File: src/rtl/cpu_defs_pkg.sv
// Shared CPU definitions: register address type,
// scoreboard defaults and a one-hot register mask helper.
package cpu_defs_pkg;

  typedef logic [4:0] reg_addr_t;

  localparam int unsigned NUM_REGS     = 32;
  localparam int unsigned MAX_LONG_DEF = 4;

  // One-hot mask for register a; r0 never produces a bit.
  function automatic logic [NUM_REGS-1:0] reg_bit(
    input reg_addr_t a,
    input logic      en
  );
    logic [NUM_REGS-1:0] v;
    v = '0;
    if (en && (a != 5'd0))
      v[a] = 1'b1;
    return v;
  endfunction

endpackage

File: src/rtl/slot_hazard_chk.sv
// Per-slot RAW/WAW/long-cap check for one issue slot.
// SCOREBOARD_FWD_EN: only long producers block RAW.
module slot_hazard_chk
  import cpu_defs_pkg::*;
#(
  parameter int unsigned MAX_LONG = MAX_LONG_DEF
) (
  input  logic [31:0] pend,
  input  logic [31:0] lng,
  input  reg_addr_t   rs,
  input  reg_addr_t   rt,
  input  reg_addr_t   rd,
  input  logic        we,
  input  logic        is_long,
  input  logic [4:0]  long_base,
  input  logic        pair_en,
  input  reg_addr_t   pair_rd,
  output logic        ok
);

  localparam logic [5:0] CAP = 6'(MAX_LONG);

  logic [31:0] raw_mask;
  logic        raw_rs;
  logic        raw_rt;
  logic        waw;
  logic        dep;
  logic [5:0]  long_sum;
  logic        cap_ok;

`ifdef SCOREBOARD_FWD_EN
  assign raw_mask = pend & lng;
`else
  assign raw_mask = pend;
`endif

  // Source/dest hazards against in-flight writers.
  always_comb begin
    raw_rs = (rs != 5'd0) & raw_mask[rs];
    raw_rt = (rt != 5'd0) & raw_mask[rt];
    waw    = we & (rd != 5'd0) & pend[rd];
  end

  // Dependency on the older instruction of the same pair.
  always_comb begin
    dep = pair_en & (
            ((rs != 5'd0) & (rs == pair_rd)) |
            ((rt != 5'd0) & (rt == pair_rd)) |
            ((rd != 5'd0) & (rd == pair_rd)));
  end

  // Outstanding long-latency cap including this slot.
  always_comb begin
    long_sum = {1'b0, long_base} + {5'b0, is_long};
    cap_ok   = (long_sum <= CAP);
  end

  assign ok = ~raw_rs & ~raw_rt & ~waw & ~dep & cap_ok;

endmodule

File: src/rtl/reg_scoreboard.sv
// Dual-issue register scoreboard: pending writers, long cap.
// Optional macro SCOREBOARD_FWD_EN: short producers bypass RAW.
module reg_scoreboard
  import cpu_defs_pkg::*;
#(
  parameter int unsigned MAX_LONG = MAX_LONG_DEF
) (
  input  logic        clk,
  input  logic        rst,
  input  logic        m_valid,
  input  logic        s_valid,
  input  reg_addr_t   m_rs,
  input  reg_addr_t   m_rt,
  input  reg_addr_t   s_rs,
  input  reg_addr_t   s_rt,
  input  reg_addr_t   m_rd,
  input  reg_addr_t   s_rd,
  input  logic        m_we,
  input  logic        s_we,
  input  logic        m_long,
  input  logic        s_long,
  input  logic        id_stall,
  output logic        issue_m,
  output logic        issue_s,
  input  logic        stall_masterW,
  input  logic        we3,
  input  logic        we4,
  input  reg_addr_t   wa3,
  input  reg_addr_t   wa4,
  input  logic        wl3,
  input  logic        wl4,
  input  logic        flush,
  output logic [31:0] busy,
  output logic [3:0]  long_cnt
);

  logic [31:0] pend;
  logic [31:0] lng;
  logic        m_ok;
  logic        s_ok;
  logic [4:0]  s_base;

  assign s_base = {1'b0, long_cnt} + {4'b0, m_long};

  slot_hazard_chk #(.MAX_LONG(MAX_LONG)) u_m_chk (
    .pend      (pend),
    .lng       (lng),
    .rs        (m_rs),
    .rt        (m_rt),
    .rd        (m_rd),
    .we        (m_we),
    .is_long   (m_long),
    .long_base ({1'b0, long_cnt}),
    .pair_en   (1'b0),
    .pair_rd   (5'd0),
    .ok        (m_ok)
  );

  slot_hazard_chk #(.MAX_LONG(MAX_LONG)) u_s_chk (
    .pend      (pend),
    .lng       (lng),
    .rs        (s_rs),
    .rt        (s_rt),
    .rd        (s_rd),
    .we        (s_we),
    .is_long   (s_long),
    .long_base (s_base),
    .pair_en   (m_we),
    .pair_rd   (m_rd),
    .ok        (s_ok)
  );

  assign issue_m = m_valid & ~id_stall & ~rst & m_ok;
  assign issue_s = issue_m & s_valid & s_ok;

  logic [31:0] set_m;
  logic [31:0] set_s;
  logic [31:0] set_v;
  logic [31:0] lset;
  logic [31:0] clr;
  logic        wb3;
  logic        wb4;
  logic [1:0]  inc;
  logic [1:0]  dec;
  logic [5:0]  cnt_sum;
  logic [3:0]  cnt_nxt;
  logic [31:0] pend_nxt;
  logic [31:0] lng_nxt;

  // Set/clear masks from issue and write-back events.
  always_comb begin
    set_m = reg_bit(m_rd, issue_m & m_we);
    set_s = reg_bit(s_rd, issue_s & s_we);
    set_v = set_m | set_s;
    lset  = (m_long ? set_m : 32'd0) |
            (s_long ? set_s : 32'd0);
    wb3   = ~stall_masterW & we3 & (wa3 != 5'd0);
    wb4   = ~stall_masterW & we4 & (wa4 != 5'd0);
    clr   = reg_bit(wa3, wb3) | reg_bit(wa4, wb4);
  end

  // Next pending state; a same-cycle set beats a clear.
  always_comb begin
    pend_nxt = (pend & ~clr) | set_v;
    lng_nxt  = (lng & ~clr & ~set_v) | lset;
    pend_nxt[0] = 1'b0;
    lng_nxt[0]  = 1'b0;
  end

  // Long counter update, saturating at zero on underflow.
  always_comb begin
    inc = {1'b0, |(set_m & lset)} +
          {1'b0, |(set_s & lset)};
    dec = {1'b0, wb4 & wl4} + {1'b0, wb3 & wl3};
    cnt_sum = {2'b00, long_cnt} + {4'b0, inc};
    if (cnt_sum > {4'b0, dec})
      cnt_nxt = 4'(cnt_sum - {4'b0, dec});
    else
      cnt_nxt = 4'd0;
  end

  // State register: reset over flush over normal update.
  always_ff @(posedge clk) begin
    if (rst) begin
      pend     <= '0;
      lng      <= '0;
      long_cnt <= '0;
    end else if (flush) begin
      pend     <= '0;
      lng      <= '0;
      long_cnt <= '0;
    end else begin
      pend     <= pend_nxt;
      lng      <= lng_nxt;
      long_cnt <= cnt_nxt;
    end
  end

  assign busy = pend;

endmodule

File: config.mk
export PLATFORM = sky130hd
export DESIGN_NAME = reg_scoreboard
export DESIGN_NICKNAME = d
export VERILOG_FILES = /design/src/rtl/cpu_defs_pkg.sv /design/src/rtl/slot_hazard_chk.sv /design/src/rtl/reg_scoreboard.sv
export SDC_FILE = /design/constraint.sdc
export NUM_CORES = 1
export LEC_CHECK = 0
export BUFFER_PORTS_ARGS = -buffer_cell sky130_fd_sc_hd__buf_2
export CORE_AREA = 5 5 110 112
export DETAILED_ROUTE_END_ITERATION = 6
export DIE_AREA = 0 0 115 117
export PLACE_DENSITY = 0.92
export SYNTH_ARGS = -nofsm -noshare
export SYNTH_HDL_FRONTEND = slang
export SYNTH_HIERARCHICAL = 1
export SYNTH_SLANG_ARGS = --single-unit
File: constraint.sdc
create_clock -name clk -period 10.3 [get_ports clk]
set_clock_uncertainty 0.15 [all_clocks]
set_input_delay 1.03 -clock clk [delete_from_list [all_inputs] [get_ports clk]]
set_output_delay 1.03 -clock clk [all_outputs]
set_load 0.01 [all_outputs]
# Word-level counts from Yosys, hierarchy flattened
# Index checks and enable logic that the tools add are counted.
[totals]
register_bits = 36
in_bits = 55
wordCells = 127
[op_classes]
reduce_logical = 20
muxes = 26
magnitude_cmp = 15
n_addsub = 7
n_eq_ne = 3
bitwise = 53
[op_table]
columns = ["operator", "count"]
rows = [
  ["$mux 32", 6],
  ["$or 32x32->32", 4],
  ["$and 32x32->32", 3],
  ["$reduce_or 32->1", 2],
  ["$lt 5x6->1 const B", 8],
  ["$reduce_bool 5->1", 8],
  ["$and 1x1->1", 32],
  ["$not 32->32", 1],
  ["$bmux 1 s5", 6],
  ["$demux 1 s5", 4],
  ["$ge 5x1->1 const B", 4],
  ["$eq 5x5->1", 3],
  ["$le 6x3->1 const B", 2],
  ["$not 1->1", 11],
  ["$add 4x1->5", 2],
  ["$mux 1", 10],
  ["$logic_and 1x1->1", 8],
  ["$add 5x1->6", 1],
  ["$add 4x2->5", 1],
  ["$gt 5x2->1", 1],
  ["$add 1x1->2", 2],
  ["$sub 4x2->4", 1],
  ["$reduce_or 3->1", 1],
  ["$or 1x1->1", 2],
  ["$reduce_or 2->1", 1],
]

# Depth between registers and ports, before layout
# Gate-level depths: netlist of run 1.
[depth]
depth_word = 22
depth_mapped = 26
depth_no_buf = 24

# Modules after synthesis
# The synthesis of run 1 kept the hierarchy.
[modules_own_cells]
columns = ["mod", "n_inst", "seq_area_each_um2", "area_each_um2", "cells_per_inst"]
rows = [
  ["reg_scoreboard", 1, 1321.3, 4561.9, 619],
  ["slot_hazard_chk", 2, 0.0, 1138.6, 100],
]

# Worst setup path before layout of run 1
# Ideal clock, no wire load.
[synth_timing]
path_type = "input -> register"
from = "in m_long"
to = "reg long_cnt[2]"
t_arrival_ns = 5.466
t_required_ns = 10.035
setup_time_ns = 0.115
path_slack_ns = 4.569
stages = 23
cell_sequence = "ha_1 -> ha_1 -> ha_1 -> xor2_1 -> a21oi_1 -> o211ai_1 -> a221oi_2 -> and4_1 -> nand3_1 -> or2_2 -> nor2_1 -> a32o_1 -> a2111oi_2 -> nand4_1 -> or4_1 -> fa_1 -> ha_1 -> ha_1 -> a21oi_1 -> a21oi_1 -> nor2_1 -> a21o_1 -> nor2_1"
[synth_between]
elab_cells_between_ends = 29
cone_classes = "add/sub (6); order compare (3); mux (4); bitwise (11); reduce/logical (5)"
[synth_rtl]
columns = ["element", "line_no", "source"]
rows = [
  ["start: declaration", "reg_scoreboard.sv:20", "input logic m_long,"],
  ["$add 4x1->5 *", "reg_scoreboard.sv:43", "assign s_base = {1'b0, long_cnt} + {4'b0, m_long};"],
  ["via s_base[1]", "reg_scoreboard.sv:41", "logic [4:0] s_base;"],
  ["$add 5x1->6 *", "slot_hazard_chk.sv:54", "long_sum = {1'b0, long_base} + {5'b0, is_long};"],
  ["$le 6x3->1 *", "slot_hazard_chk.sv:55", "cap_ok = (long_sum <= CAP);"],
  ["$and 1x1->1 *", "slot_hazard_chk.sv:58", "assign ok = ~raw_rs & ~raw_rt & ~waw & ~dep & cap_ok;"],
  ["via s_ok", "reg_scoreboard.sv:40", "logic s_ok;"],
  ["$and 1x1->1 *", "reg_scoreboard.sv:74", "assign issue_s = issue_m & s_valid & s_ok;"],
  ["$and 1x1->1 *", "reg_scoreboard.sv:93", "set_s = reg_bit(s_rd, issue_s & s_we);"],
  ["[3 not listed]", "--", ""],
  ["$or 32x32->32", "reg_scoreboard.sv:95", "lset = (m_long ? set_m : 32'd0) |"],
  ["$and 32x32->32 (on tied branches)", "reg_scoreboard.sv:112, reg_scoreboard.sv:113", ""],
  ["$reduce_or 32->1 (on tied branches)", "reg_scoreboard.sv:112, reg_scoreboard.sv:113", ""],
  ["$add 1x1->2 *", "reg_scoreboard.sv:112", "inc = {1'b0, |(set_m & lset)} +"],
  ["$add 4x2->5 *", "reg_scoreboard.sv:115", "cnt_sum = {2'b00, long_cnt} + {4'b0, inc};"],
  ["$gt 5x2->1", "reg_scoreboard.sv:116", "if (cnt_sum > {4'b0, dec})"],
  ["$not 1->1 (no source line)", "--", ""],
  ["$reduce_or 3->1 (no source line)", "--", ""],
  ["end signal: assignment", "reg_scoreboard.sv:135", "long_cnt <= cnt_nxt;"],
  ["end: declaration", "reg_scoreboard.sv:34", "output logic [3:0] long_cnt"],
]
# Mark *: on every way through the listed nets, which the timed path passes. The rest lies on a longest branch.
# A chain may end at the register's enable or synchronous reset.

# Worst setup path after layout of run 1
[layout_timing]
from = "in m_rd[0]"
to = "reg long_cnt[3]"
[layout_between]
elab_chain_len = 21
elab_cells_between_ends = 47
cone_classes = "add/sub (3); order compare (3); eq/ne (3); mux (8); bitwise (23); reduce/logical (7)"
[layout_lines]
columns = ["element", "line_no", "source"]
rows = [
  ["start: declaration", "reg_scoreboard.sv:16", "input reg_addr_t m_rd,"],
  ["$bmux 1 s5 / $reduce_bool 5->1 (equally long branches)", "slot_hazard_chk.sv:41", "waw = we & (rd != 5'd0) & pend[rd];"],
  ["$mux 1 (implied by the code) / $and 1x1->1 (equally long branches)", "slot_hazard_chk.sv:41", ""],
  ["$and 1x1->1 *", "slot_hazard_chk.sv:41", ""],
  ["$not 1->1 *", "slot_hazard_chk.sv:58", ""],
  ["$and 1x1->1 * (2 in a row)", "slot_hazard_chk.sv:58", ""],
  ["via m_ok", "reg_scoreboard.sv:39", "logic m_ok;"],
  ["$and 1x1->1 *", "reg_scoreboard.sv:73", "assign issue_m = m_valid & ~id_stall & ~rst & m_ok;"],
  ["$and 1x1->1 (2 in a row)", "reg_scoreboard.sv:74", ""],
  ["[4 not listed]", "--", ""],
  ["$or 32x32->32", "reg_scoreboard.sv:95", ""],
  ["$and 32x32->32 (on tied branches)", "reg_scoreboard.sv:112, reg_scoreboard.sv:113", ""],
  ["$reduce_or 32->1 (on tied branches)", "reg_scoreboard.sv:112, reg_scoreboard.sv:113", ""],
  ["$add 1x1->2 *", "reg_scoreboard.sv:112", ""],
  ["$add 4x2->5 *", "reg_scoreboard.sv:115", ""],
  ["$gt 5x2->1", "reg_scoreboard.sv:116", ""],
  ["$not 1->1 (no source line)", "--", ""],
  ["$reduce_or 3->1 (no source line)", "--", ""],
]
# Mark *: on every way through the listed nets, which the timed path passes. The rest lies on a longest branch. The select of a mux whose other input is x is not followed.

==> results of run 1 <==
[final cells by class]
class | instances | share of cell area
clock inverters | 3 | 0.00741
repair buffers | 99 | 0.0804
well taps | 143 | 0.0279
flip-flops and latches | 35 | 0.109
clock buffers | 5 | 0.0195
inverters | 10 | 0.00624
multi-input cells | 615 | 0.749
[cells in the final DEF (no fill, tap or decap), types with 6 or more instances in the layout]
master / n
a31oi_1: 12
mux4_2: 34
mux2_2: 7
o211ai_1: 13
buf_4: 8
conb_1: 25
inv_1: 9
xor2_1: 6
nand2b_1: 10
nor2b_1: 18
dfxtp_1: 35
a32oi_1: 9
o22ai_1: 12
nor2_1: 46
nand4_1: 8
xnor2_1: 34
or3_1: 6
ha_1: 10
and3_1: 7
mux4_1: 14
o21ai_0: 18
buf_2: 91
nand2_1: 72
a21oi_1: 51
a22oi_1: 60
nor3_1: 13
mux2i_1: 16
nand3_1: 22
nor3b_1: 10
[flip-flops by register name, indices dropped and copies added, names as in the netlist]
signal / flops
long_cnt: 4
busy: 31
[where the power goes]
part / internal [mW] / switching (mW) / total, mW
registers: 0.136 / 0.000726 / 0.136
clock network: 0.115 / 0.0635 / 0.179
logic: 0.0465 / 0.0819 / 0.128
total: 0.298 / 0.146 / 0.444
[stage by stage]
| stage | cells | hold WS [ns] | util | worst slack, ns |
|---|---|---|---|---|
| 6_report | 910 | 0.430 | 0.577 | 3.24 |
| 5_1_grt | 910 | 0.450 | 0.577 | 2.98 |
| 4_1_cts | 910 | 0.418 | 0.577 | 3.45 |
| 3_5_place_dp | 902 | 0.410 | 0.561 | 3.18 |
| 3_3_place_gp | 902 | 0.403 | 0.561 | 3.31 |
| 2_1_floorplan | 727 | 0.380 | - | 4.57 |
[metal layers]
layer / vias up / global-route usage / routed length, microns
met2: 620 / 0.515 / 10200
met3: 104 / 0.0802 / 2940
li1: 2849 / - / -
met4: 0 / 0.145 / 1030
met5: - / 0 / 0
met1: 3155 / 0.425 / 8270
[worst min-delay path by stage]
stage | startpoint | endpoint | slack (ns)
5_1_grt | busy[31]$_SDFF_PP0_ | busy[31]$_SDFF_PP0_ | 0.45
3_3_place_gp | busy[24]$_SDFF_PP0_ | busy[24]$_SDFF_PP0_ | 0.40
6_report | busy[24]$_SDFF_PP0_ | busy[24]$_SDFF_PP0_ | 0.43
3_5_place_dp | busy[24]$_SDFF_PP0_ | busy[24]$_SDFF_PP0_ | 0.41
2_1_floorplan | busy[28]$_SDFF_PP0_ | busy[28]$_SDFF_PP0_ | 0.38
4_1_cts | busy[24]$_SDFF_PP0_ | busy[24]$_SDFF_PP0_ | 0.42
[critical path: cells and delay by family]
kind / cells / cell delay (ns)
muxes: 3 / 1.04
and+or+nand+nor: 9 / 2.67
AOI/OAI and AO/OA: 5 / 0.96
buffers and inverters: 1 / 0.50
adders and majority gates: 3 / 0.90
==> summary.txt, run 1 <==
Worst setup path
  – Worst Path Required: around 10 ns
  – Startpoint types: primary input
  – CP Launch Point: m_rd[0]
  – Worst path slowest cell: nor3_2
  – Slowest Stage Delay on Critical Path: about 1.1 ns
  – Most frequent CP cell: nor2_1
  – Critical path type: primary input to register
  – CP Cell Sequence: buf_2 > mux4_2 > mux2i_1 > nor2_1 > o311ai_0 > and4_1 > nand4bb_1 > nor3_2 > a32oi_1 > mux2_2 > nor4_1 > nor4bb_1 > nand3_1 > fa_1 > ha_1 > ha_1 > a21oi_1 > a21oi_1 > nor2_1 > a21o_1 > nor2_1
  – CP endpoint kind: register
  – Worst Reg-to-Reg Cells: 19
  – CP arrival: approximately 7.1 ns
  – Crit path to: long_cnt[3]$_SDFF_PP0_
  – R2R Path Start: busy[1]$_SDFF_PP0_
  – FF-to-FF setup slack: roughly 4 ns
  – Crit path max fanout: 26
  – Crit Reg-Reg Endpoint: long_cnt[3]$_SDFF_PP0_

Route
  – Via density: between 7 and 8
  – Via count: 6728
  – DRC: slightly below 60
  – Pre-antenna DRT Iters: 7
  – Antenna-violating nets left: 0
  – Routed len/inst: ~25 microns
  – First-iteration detailed-routing DRC count: 1212
  – Final wirelength: roughly 22 mm

Place
  – Global placer's final weighted congestion: approximately 1
  – Detailed placement HPWL: around 16 mm
  – Port bufs: 91
  – DP Area: ~6200 sq um

Power
  – Peak supply drop: roughly 64 uV
  – Total power: between 400 and 500 uW
  – Cell leakage power: ~2.3 nW
  – Pwr dens: around 69 nW/um^2

Final layout
  – Fill cells: ~1000
  – Area taken by flip-flops and latches: between 700 and 800 sq um
  – Area of the multi-input gates: roughly 4800 sq um
  – Synth-to-layout area growth: 11.1%
  – Final instance area: ~6400 sq um
  – Layout cells sized above 1: 0.222
  – Antenna diodes: 0
  – NumNets Final: 833

Timing
  – Worst-margin pin slew: 1.27 ns
  – Endpoints failing setup: 0
  – Slew HR: 0.146
  – TNS Setup: 0 ns
  – Fin. Hold Viols: 0
  – Period utilization: 0.686
  – Fmax: between 0.1 and 0.15 GHz
  – Pins Over Slew Limit: 0
  – RSZ-0062 raised after global routing: no
  – Minimum clock period: just over 7 ns

Global route
  – Vias in the first global route: around 6.2k
  – Global-route wire length before repair: about 34 mm
  – GRT Total Usage: 0.326
  – Largest net degree at the start of global routing: 33
  – Grt ovf: 0
  – Initial antenna violation count: 0

Clocking
  – CTS tree: built
  – Worst-path clk slew: approximately 0.060 ns
  – H-tree levels: 2
  – Maximum clock path buffer count: 2
  – Post-CTS Setup Bufs: 0
  – Clk root buf: clkbuf_16
  – Clk_lat worst skew: roughly 0.28 ns
  – CTS Buf Count: 5
  – # clock sinks: 35
  – Cts hold-fix bufs: 0
  – Post-CTS resize count: 0

Status
  – Status: finished, violations left
  – Failing checks: design-rule violations

Flow run
  – Max Cap Viol: 0

Synthesis
  – Synth Warn #: 6
  – Syn Inst Count: 703
  – Avg Cell Area, Syn: about 8.2 sq um
  – Synthesized area: ~5800 sq um

Floorplanning
  – I/O pin count: just over 90
  – Die H: approximately 120 microns
  – Rows: 39
  – Core box area: between 10000 and 15000 sq um
  – Die width: 115 microns
  – Initial core utilization: 0.519
  – Die ar.: around 13000 sq um

Worst hold path
  – Hold path depth: 2
  – Class of the worst hold path: register to register
Note: power is estimated with default switching activity, not from simulation.
==> run 2, diff against run 1 <==
--- a/config.mk
+++ b/config.mk
@@ -6,10 +6,10 @@
 export NUM_CORES = 1
 export LEC_CHECK = 0
 export BUFFER_PORTS_ARGS = -buffer_cell sky130_fd_sc_hd__buf_2
-export CORE_AREA = 5 5 110 112
+export CORE_AREA = 5 5 118 120
 export DETAILED_ROUTE_END_ITERATION = 6
-export DIE_AREA = 0 0 115 117
-export PLACE_DENSITY = 0.92
+export DIE_AREA = 0 0 123 125
+export PLACE_DENSITY = 0.85
 export SYNTH_ARGS = -nofsm -noshare
 export SYNTH_HDL_FRONTEND = slang
 export SYNTH_HIERARCHICAL = 1
==> constraint.sdc (replaced) <==
create_clock -name clk -period 6.35 [get_ports clk]
set_clock_uncertainty 0.15 [all_clocks]
set_input_delay 0.635 -clock clk [delete_from_list [all_inputs] [get_ports clk]]
set_output_delay 0.635 -clock clk [all_outputs]
set_load 0.01 [all_outputs]
==> run 2 against run 1 <==
The flow now finishes without violations; sequential power increased by 63%; critical path type unchanged; largest power group unchanged; clock power rose by 67%; clock-buffer cell count is the same; non-clock buffer count increased by 11; design area grew 1.9%; die area grew 14%; total power grew 64%.
==> summary.txt, run 2 (synthesized netlist as in run 1, its figures left out) <==
Clocking
  – Post-CTS resize count: 0 (unchanged)
  – # clock sinks: 35 (unchanged)
  – Clk_lat worst skew: 0.29 ns (about the same)
  – Worst-path clk slew: 0.06 ns (about the same)
  – Maximum clock path buffer count: 2 (unchanged)
  – Post-CTS Setup Bufs: 0 (unchanged)
  – CTS tree: built
  – Cts hold-fix bufs: 0 (unchanged)
  – CTS Buf Count: 5 (unchanged)
  – H-tree levels: 2 (unchanged)
  – Clk root buf: clkbuf_16

Power
  – Register share of total power: 0.304 (-0.003)
  – Int Pwr: 485 uW (+63%)
  – Gate power share: 0.284 (-0.005)
  – Power share of the clock group: 0.412 (+0.009)
  – Sw Share: 0.332 (+0.00282)
  – Pwr dens: 111 nW/um^2 (+61%)
  – Cell leakage power: 2.39 nW (+2.3%)
  – Sw power: 241 uW (+65%)
  – Peak supply drop: 92.5 uV (+43%)

Timing
  – Endpoints failing setup: 0 (unchanged)
  – Minimum clock period: 5.88 ns
  – Worst-margin pin slew: 1.08 ns (-0.190 ns)
  – Slew HR: 0.274 (+0.128)
  – RSZ-0062 raised after global routing: no
  – Fin. Hold Viols: 0 (unchanged)
  – Fmax: about 0.17 GHz
  – TNS Setup: 0 ns (unchanged)
  – Period utilization: 0.926
  – Pins Over Slew Limit: 0 (unchanged)

Status
  – Status: complete, no violations

Worst setup path
  – Crit path max fanout: 23 (-12%)
  – Buf+Inv Stages, Crit Path: 1 (unchanged)
  – Worst Reg-to-Reg Cells: 20 (+1)
  – Worst path slowest cell: or4_1
  – Worst Path Required: 6.39 ns (-3.94 ns)
  – CP endpoint kind: register
  – CP Cell Sequence: buf_2 > ha_1 > ha_1 > ha_1 > xor2_1 > a21oi_1 > o211ai_1 > a221oi_2 > and4_1 > nand3_1 > or2_2 > nor2_1 > a32o_1 > a2111oi_2 > nand4_1 > or4_1 > fa_1 > ha_1 > ha_1 > a21oi_1 > a21oi_1 > nor2_1 > a21o_1 > nor2_1
  – Slowest Stage Delay on Critical Path: 0.58 ns (-0.49 ns)
  – Critical path type: primary input to register
  – Startpoint types: primary input
  – Top Family by Delay on Critical Path: adder cells
  – Stages on worst setup path: 24 (+14%)
  – CP arrival: 5.92 ns (-1.17 ns)
  – Most frequent CP cell: ha_1

Route
  – DR top layer: met5
  – Via density: 6.90 (-6.6%)
  – Met2 routed WL: 9.58 mm (-5.8%)
  – Routed len/inst: 23.0 microns (-6.7%)
  – Antenna-violating nets left: 0 (unchanged)
  – Pre-antenna DRT Iters: 7 (unchanged)
  – First-iteration detailed-routing DRC count: 1182 (-2.5%)
  – Via count: 6586 (-2.1%)
  – Met3 Wirelength: 3.15 mm (+7.2%)
  – DRC: 0 (-100%)
  – Wl on met1: 8.11 mm (-2.0%)
  – Final wirelength: 21.9 mm (-2.2%)

Flow run
  – Max Cap Viol: 0 (unchanged)

Floorplanning
  – Die H: 125 microns (+6.8%)
  – Die ar.: 15400 sq um (+14%)
  – Die width: 123 microns (+7.0%)
  – Core box area: 12900 sq um (+16%)
  – I/O pin count: 93 (unchanged)
  – Initial core utilization: 0.448 (-0.0705)
  – Rows: 42 (+7.7%)

Final layout
  – Fill cells: 1204 (+22%)
  – Most frequent cells in the layout: buf_2 (91), nand2_1 (72), a22oi_1 (60), a21oi_1 (51), nor2_1 (46)
  – NumNets Final: 844 (+1.3%)
  – Synth-to-layout area growth: 13.3%
  – Commonest non-fill, non-tap cell in the layout: buf_2
  – Post-layout util: 0.508 (-0.0687)
  – Layout cells sized above 1: 0.233 (+0.0110)
  – Antenna diodes: 0 (unchanged)
  – Max FFs per register: 31 (unchanged)

Global route
  – Initial antenna violation count: 1 (+1)
  – Largest net degree at the start of global routing: 33 (unchanged)
  – Grt ovf: 0 (unchanged)
  – Global-route wire length before repair: 33.4 mm (-2.7%)
  – GRT Total Usage: 0.274 (-0.0518)
  – Vias in the first global route: 5923 (-4.1%)

Worst hold path
  – Class of the worst hold path: register to register
  – Hold path depth: 2 (unchanged)

Place
  – Global placer's final weighted congestion: 1.02 (-0.64%)
  – Detailed placement HPWL: 16.4 mm (+2.5%)
  – Port bufs: 91 (unchanged)
run 2: cell count changes in the layout (fill, tap and decap cells not counted):
cell,previous run,this run
buf_4,8,19
run 2: worst register-to-register path: stages (launching register included):
cell       delay, ns
dfxtp_1         0.63
mux4_2          0.34
mux4_2          0.23
o211ai_1        0.15
and4_1          0.24
nand4bb_1       0.09
buf_4           0.23
or3_1           0.31
o21ai_0         0.14
a32o_1          0.22
a2111oi_2       0.35
nand4_1         0.15
or4_1           0.58
fa_1            0.44
ha_1            0.34
ha_1            0.34
a21oi_1         0.16
a21oi_1         0.06
nor2_1          0.09
a21o_1          0.18
nor2_1          0.06
run 2: path summary, 6_finish.rpt:
| check | startpoint | endpoint | slack [ns] |
|---|---|---|---|
| worst max-delay path | m_long | long_cnt[2]$_SDFF_PP0_ | 0.47 |
| worst min-delay path | busy[25]$_SDFF_PP0_ | busy[25]$_SDFF_PP0_ | 0.43 |
| worst max register to register | busy[7]$_SDFF_PP0_ | long_cnt[2]$_SDFF_PP0_ | 0.78 |
| worst min register to register | busy[25]$_SDFF_PP0_ | busy[25]$_SDFF_PP0_ | 0.43 |
run 2: layer usage:
metal  GRT usage  vias to the layer above
met1       0.375                     3022
met5           0                        -
met3      0.0700                       98
met2       0.410                      598
li1            -                     2866
met4       0.115                        2
run 2: metrics by stage:
stage / hold WS [ns] / area (sq um) / setup slack, ns / std cells / total power, mW
after floorplan: 0.380 / 5860 / 1.01 / 727 / 0.366
after global placement: 0.413 / 6370 / 0.346 / 946 / 0.424
after detailed placement: 0.422 / 6370 / 0.265 / 946 / 0.425
after CTS: 0.431 / 6540 / 0.539 / 954 / 0.721
after global routing: 0.454 / 6540 / 0.146 / 954 / 0.751
final: 0.431 / 6540 / 0.471 / 954 / 0.727
run 2: power groups by stage:
stage	combinational [mW]	clock [mW]	sequential, mW
final	0.206	0.299	0.221
after global routing	0.221	0.309	0.221
after CTS	0.200	0.299	0.221
after detailed placement	0.199	0	0.226
after global placement	0.198	0	0.226
after floorplan	0.140	0	0.226
run 2: area by class of cell:
type | count | area (sq um) | share of cell area
inverter | 10 | 40.0 | 0.00612
multi-input combinational | 615 | 4810 | 0.735
tap | 176 | 220 | 0.0337
clock inverter | 3 | 47.5 | 0.00727
clock buffer | 5 | 125 | 0.0191
timing repair buffer | 110 | 598 | 0.0915
sequential | 35 | 701 | 0.107
